**src/rtl/mem_arbiter_pkg.sv**
```systemverilog
// Shared memory-port definitions: access width codes and the response FSM states
// used by the fetch/data arbiter.
package mem_arbiter_pkg;

  localparam logic [1:0] MEM_BYTE = 2'b00;
  localparam logic [1:0] MEM_HALF = 2'b01;
  localparam logic [1:0] MEM_WORD = 2'b10;

  typedef enum logic [1:0] {
    RESP_NONE = 2'b00,
    RESP_IF   = 2'b01,
    RESP_D    = 2'b10
  } resp_state_e;

endpackage

```
**src/rtl/mem_arbiter_starve_ctr.sv**
```systemverilog
// Saturating count of consecutive cycles the fetch port has been denied while
// requesting; at_max_o tells the arbiter to let fetch win.
module arb_starve_ctr #(
  parameter int STARVE_MAX = 4
) (
  input  logic clk,
  input  logic rst,
  input  logic if_req_i,
  input  logic if_gnt_i,
  output logic at_max_o
);

  localparam int CW = (STARVE_MAX < 1) ? 1 : $clog2(STARVE_MAX + 1);
  localparam logic [CW-1:0] MAX_VAL = CW'(STARVE_MAX);

  logic [CW-1:0] cnt_q, cnt_d;

  // A grant or an idle fetch port restarts the starvation window.
  always_comb begin
    cnt_d = '0;
    if (if_req_i && !if_gnt_i) begin
      cnt_d = (cnt_q == MAX_VAL) ? cnt_q : cnt_q + 1'b1;
    end
  end

  always_ff @(posedge clk) begin
    if (rst) begin
      cnt_q <= '0;
    end else begin
      cnt_q <= cnt_d;
    end
  end

  assign at_max_o = (cnt_q == MAX_VAL);

endmodule

```
**src/rtl/mem_arbiter.sv**
```systemverilog
// Single-port memory arbiter between instruction fetch and load/store, with
// data priority, bounded fetch starvation and one-cycle read responses.
module mem_arbiter
  import mem_arbiter_pkg::*;
#(
  parameter int STARVE_MAX = 4
) (
  input  logic        clk,
  input  logic        rst,
  input  logic        if_req,
  input  logic [31:0] if_addr,
  output logic        if_gnt,
  output logic        if_rvalid,
  output logic [31:0] if_rdata,
  input  logic        d_req,
  input  logic        d_store,
  input  logic [31:0] d_addr,
  input  logic [1:0]  d_width,
  input  logic        d_unsigned,
  input  logic [31:0] d_wdata,
  output logic        d_gnt,
  output logic        d_rvalid,
  output logic [31:0] d_rdata,
  output logic [31:0] m_pc,
  output logic [31:0] m_addr,
  output logic        m_store,
  output logic        m_unsigned,
  output logic [1:0]  m_width,
  output logic [31:0] m_wdata,
  input  logic [31:0] m_rdata
);

  logic        starveMax;
  logic        ifWins;
  logic [31:0] lastPc_q, lastPc_d;
  resp_state_e respState_q, respState_d;

  arb_starve_ctr #(
    .STARVE_MAX(STARVE_MAX)
  ) u_starve (
    .clk      (clk),
    .rst      (rst),
    .if_req_i (if_req),
    .if_gnt_i (if_gnt),
    .at_max_o (starveMax)
  );

  // Data wins by default; a starved fetch overrides it for one grant.
  always_comb begin
    ifWins = if_req && (!d_req || starveMax);
    if_gnt = !rst && ifWins;
    d_gnt  = !rst && d_req && !ifWins;
  end

  always_comb begin
    m_pc       = '0;
    m_addr     = '0;
    m_store    = 1'b0;
    m_unsigned = 1'b0;
    m_width    = '0;
    m_wdata    = '0;
    if (if_gnt) begin
      m_pc    = if_addr;
      m_addr  = if_addr;
      m_width = MEM_WORD;
    end else if (d_gnt) begin
      m_pc       = lastPc_q;
      m_addr     = d_addr;
      m_store    = d_store;
      m_unsigned = d_unsigned;
      m_width    = d_width;
      m_wdata    = d_wdata;
    end
  end

  always_comb begin
    lastPc_d = if_gnt ? if_addr : lastPc_q;
  end

  always_ff @(posedge clk) begin
    if (rst) begin
      lastPc_q <= '0;
    end else begin
      lastPc_q <= lastPc_d;
    end
  end

  always_ff @(posedge clk) begin
    if (rst) begin
      respState_q <= RESP_NONE;
    end else begin
      respState_q <= respState_d;
    end
  end

  // Stores complete at grant, so only fetches and loads await read data.
  always_comb begin
    respState_d = RESP_NONE;
    if (if_gnt) begin
      respState_d = RESP_IF;
    end else if (d_gnt && !d_store) begin
      respState_d = RESP_D;
    end
  end

  // Outputs are masked by rst so a response in flight at reset is dropped.
  always_comb begin
    if_rvalid = 1'b0;
    if_rdata  = '0;
    d_rvalid  = 1'b0;
    d_rdata   = '0;
    if (!rst) begin
      case (respState_q)
        RESP_IF: begin
          if_rvalid = 1'b1;
          if_rdata  = m_rdata;
        end
        RESP_D: begin
          d_rvalid = 1'b1;
          d_rdata  = m_rdata;
        end
        default: ;
      endcase
    end
  end

endmodule

```
**config.mk**
```make
export PLATFORM = sky130hd
export DESIGN_NAME = mem_arbiter
export DESIGN_NICKNAME = d
export VERILOG_FILES = /design/src/rtl/mem_arbiter_pkg.sv /design/src/rtl/mem_arbiter_starve_ctr.sv /design/src/rtl/mem_arbiter.sv
export SDC_FILE = /design/constraint.sdc
export NUM_CORES = 1
export LEC_CHECK = 0
export CAP_MARGIN = 20
export CORE_AREA = 4 4 117 119
export CTS_BUF_LIST = sky130_fd_sc_hd__clkbuf_4 sky130_fd_sc_hd__clkbuf_8 sky130_fd_sc_hd__clkbuf_16
export DETAILED_ROUTE_END_ITERATION = 8
export DIE_AREA = 0 0 121 123
export GPL_TIMING_DRIVEN = 0
export PLACE_DENSITY_LB_ADDON = 0.1
export SYNTH_ARGS = -nofsm -noshare
export SYNTH_HDL_FRONTEND = slang
export SYNTH_SLANG_ARGS = --single-unit
```
**constraint.sdc**
```tcl
create_clock -name clk -period 4.9 [get_ports clk]
set_input_delay 0.98 -clock clk [delete_from_list [all_inputs] [get_ports clk]]
set_output_delay 0.98 -clock clk [all_outputs]
set_load 0.01 [all_outputs]
```
==> qor.tcl <==
set qor(max-cap-violations) 0
set qor(final_period_minus_worst_setup_slack_ns) 4.39
set qor(cts.reportedPaths.clkPinSlew_ns) 0.05
set qor(design.final.nets) 731
set qor(drive_above_1_share_pct) 4.88
set qor(die_width_um) 121
set qor(first_pass_iters) 4
set qor(grtUsageTotal_pct) 17.1
set qor(critPathCaptureType) {primary output}
set qor(synth_seq_cells) 37
set qor(cp_startpoint_kind) {input port}
set qor(antenna_cells) 0
set qor(yosysUniqueCellTypes) 21
set qor(floorplan.die.height_um) 123
set qor(routed_wirelength_um) 13700
set qor(grt_setup_unrepaired) {false}
set qor(timing.setup.tns_ns) 0
set qor(area_growth_pct) 136
set qor(routedWlPerCell_um) 17.9
set qor(multi_input_comb_area_um2) 1610
set qor(synth_cells) 283
set qor(ys.flop_type) {dfxtp_1}
set qor(maximum_number_of_pins_on_one_net_before_global_route_repair) 13
set qor(timing_max_transition_violations_final) 0
set qor(sequential_area_share_after_synthesis_pct) 29.5
set qor(maxClockFrequency_mhz) 228
set qor(cts_inserted_buffers) 5
set qor(routed_via_density) 4.46
set qor(drc) 0
set qor(grt-ovfl-total) 0
set qor(hpwlAfterDp_um) 11700
set qor(cts_resized) 0
set qor(clkSinkCount) 37
set qor(clock_path_buffers) 2
set qor(post-route-period-util_pct) 89.5
set qor(clock_tree.htree_level_count) 2
set qor(vias) 3417
set qor(max_slew.worst_pin.slew_ns) 0.702
set qor(syn_area_per_cell_um2) 8.87
set qor(ys.warnings.count) 0
set qor(overall_die_area_um2) 14900
set qor(finalWeightedCongestion) 0.811
set qor(cts.root.buffer_cell) {clkbuf_16}
set qor(final-hold-violation-count) 0
set qor(grt_first_pass_wirelength_um) 19800
set qor(final-seq-area_um2) 741
set qor(cts_tree) {done}
set qor(dpl-instance-area_um2) 5760
set qor(clkLatencyLatePin_ns) 0.28
set qor(cts_hold_repair.buffers) 0
set qor(detailedRoute.firstIterationViolations) 99
set qor(fin_skew_ns) 0.00795
set qor(core-area_um2) 12600
set qor(post_cts_buffers) 0
set qor(p_leak_nw) 2.29
set qor(async_reset_ff_share_pct) 0
set qor(syn-cell-area_um2) 2510
set qor(floorplan.rows) 41
set qor(critical_path_arrival_ns) 3.41
set qor(required_ns) 3.92
set qor(synth_enable_flop_cells) 0
set qor(pin_count) 304
set qor(timing.final.setup_violations) 0
set qor(outcome) {finished clean}
set qor(io_buffers) 303
set qor(drt.antenna.violating_nets) 0
set qor(ir_worst_vdd_uv) 130
set qor(hold_class) {register to register}
set qor(vias_in_the_first_global_route) 3478
set qor(initial_core_util_pct) 20.0
set qor(worst_setup_path_category) {input port to primary output}
set qor(fillCellCount) 1221
set qor(critical_path.max_fanout) 10
set qor(timing.slew.headroom_pct) 53.1
set qor(pwr_density_cell_nw_per_um2) 176
set qor(post-route-cell-area_um2) 5930
set qor(grt_antenna_before_repair) 0
set qor(synth_fp_nets) 421
placed cells by master, fill, tap and decap left out:
cell,count
a21o_1,1
o2bb2ai_1,1
buf_2,16
a22o_1,96
nand2_1,1
clkdlybuf4s50_1,303
a211oi_1,1
clkbuf_4,1
inv_1,3
and2_1,99
buf_6,2
bufinv_16,1
o21a_1,1
clkinv_4,1
a211oi_4,1
mux2i_1,1
nor2b_2,1
nand2_2,1
nor2_1,2
nor3b_1,3
dfxtp_1,37
nor2b_1,1
ha_1,2
clkbuf_1,12
clkbuf_16,5
and4_1,1
final cells by class:
cell class / count / share of cell area, %
plain buffers: 30 / 2.49
clock buffers: 6 / 2.24
clock inverters: 2 / 0.654
inverters: 3 / 0.190
multi-input cells: 213 / 27.2
flip-flops and latches: 37 / 12.5
well taps: 172 / 3.63
repair buffers: 303 / 51.2
Yosys cell counts (2+ instances only):
library cell / instances / area [um^2]
buf_6: 2 / 22.5
ha_1: 2 / 25.0
inv_1: 3 / 11.3
and2_1: 99 / 619
clkbuf_1: 12 / 45.0
a22o_1: 96 / 841
nor3b_1: 3 / 22.5
dfxtp_1: 37 / 741
buf_2: 16 / 80.1
nor2_1: 2 / 7.51
worst max-delay path, cell delays in order:
cell,delay [ns]
clkdlybuf4s50_1,0.54
inv_1,0.12
a211oi_4,0.44
clkbuf_1,0.53
a22o_1,0.24
clkdlybuf4s50_1,0.56
sequential cells by signal, indices dropped and copies added (netlist names):
register,count
lastPc_q,32
u_starve.cnt_q,3
respState_q,2
path summary, 6_finish.rpt:
path	end	slack (ns)	startpoint	cells after the start
worst max-delay path	m_addr[25]	0.51	if_req	6
worst min-delay path	u_starve.cnt_q[0]$_SDFFE_PP0N_	0.46	u_starve.cnt_q[0]$_SDFFE_PP0N_	1
worst max register to register	lastPc_q[25]$_SDFFE_PP0P_	3.15	u_starve.cnt_q[0]$_SDFFE_PP0N_	6
worst min register to register	u_starve.cnt_q[0]$_SDFFE_PP0N_	0.46	u_starve.cnt_q[0]$_SDFFE_PP0N_	1
cells by family (layout without fill, tap and decap cells):
| kind of cell | after synthesis | in the layout | share of synthesized area (%) |
|---|---|---|---|
| muxes | 1 | 1 | 0.399 |
| buffers and inverters | 33 | 344 | 6.33 |
| AOI/OAI and AO/OA | 101 | 101 | 35.5 |
| adders and majority gates | 2 | 2 | 0.997 |
| and+or+nand+nor | 109 | 109 | 27.2 |
| DFF | 37 | 37 | 29.5 |
routing by layer:
metal | up-vias | track usage, % | share of wire [%]
met5 | - | 0 | 0
met3 | 4 | 5.63 | 9.0
met1 | 1585 | 17.9 | 38
met2 | 170 | 33.8 | 53
met4 | 0 | 2.12 | 0.29
li1 | 1658 | - | -
power by group:
group          internal (W)  total (W)  switching, W
logic              0.000223   0.000350      0.000127
registers          0.000317   0.000326    0.00000886
clock network      0.000247   0.000370      0.000123
total              0.000787    0.00105      0.000260
through the flow:
stage	instances	power (W)	setup WS [ns]	util, %	hold WS (ns)
floorplan	283	0.000444	2.02	-	0.425
global placement	758	0.000682	0.473	45.8	0.437
detailed placement	758	0.000686	0.474	45.8	0.454
CTS	766	0.00106	0.458	47.2	0.461
global route	766	0.00109	0.331	47.2	0.489
finish	766	0.00105	0.515	47.2	0.463
(Power assumes the default switching activity.)
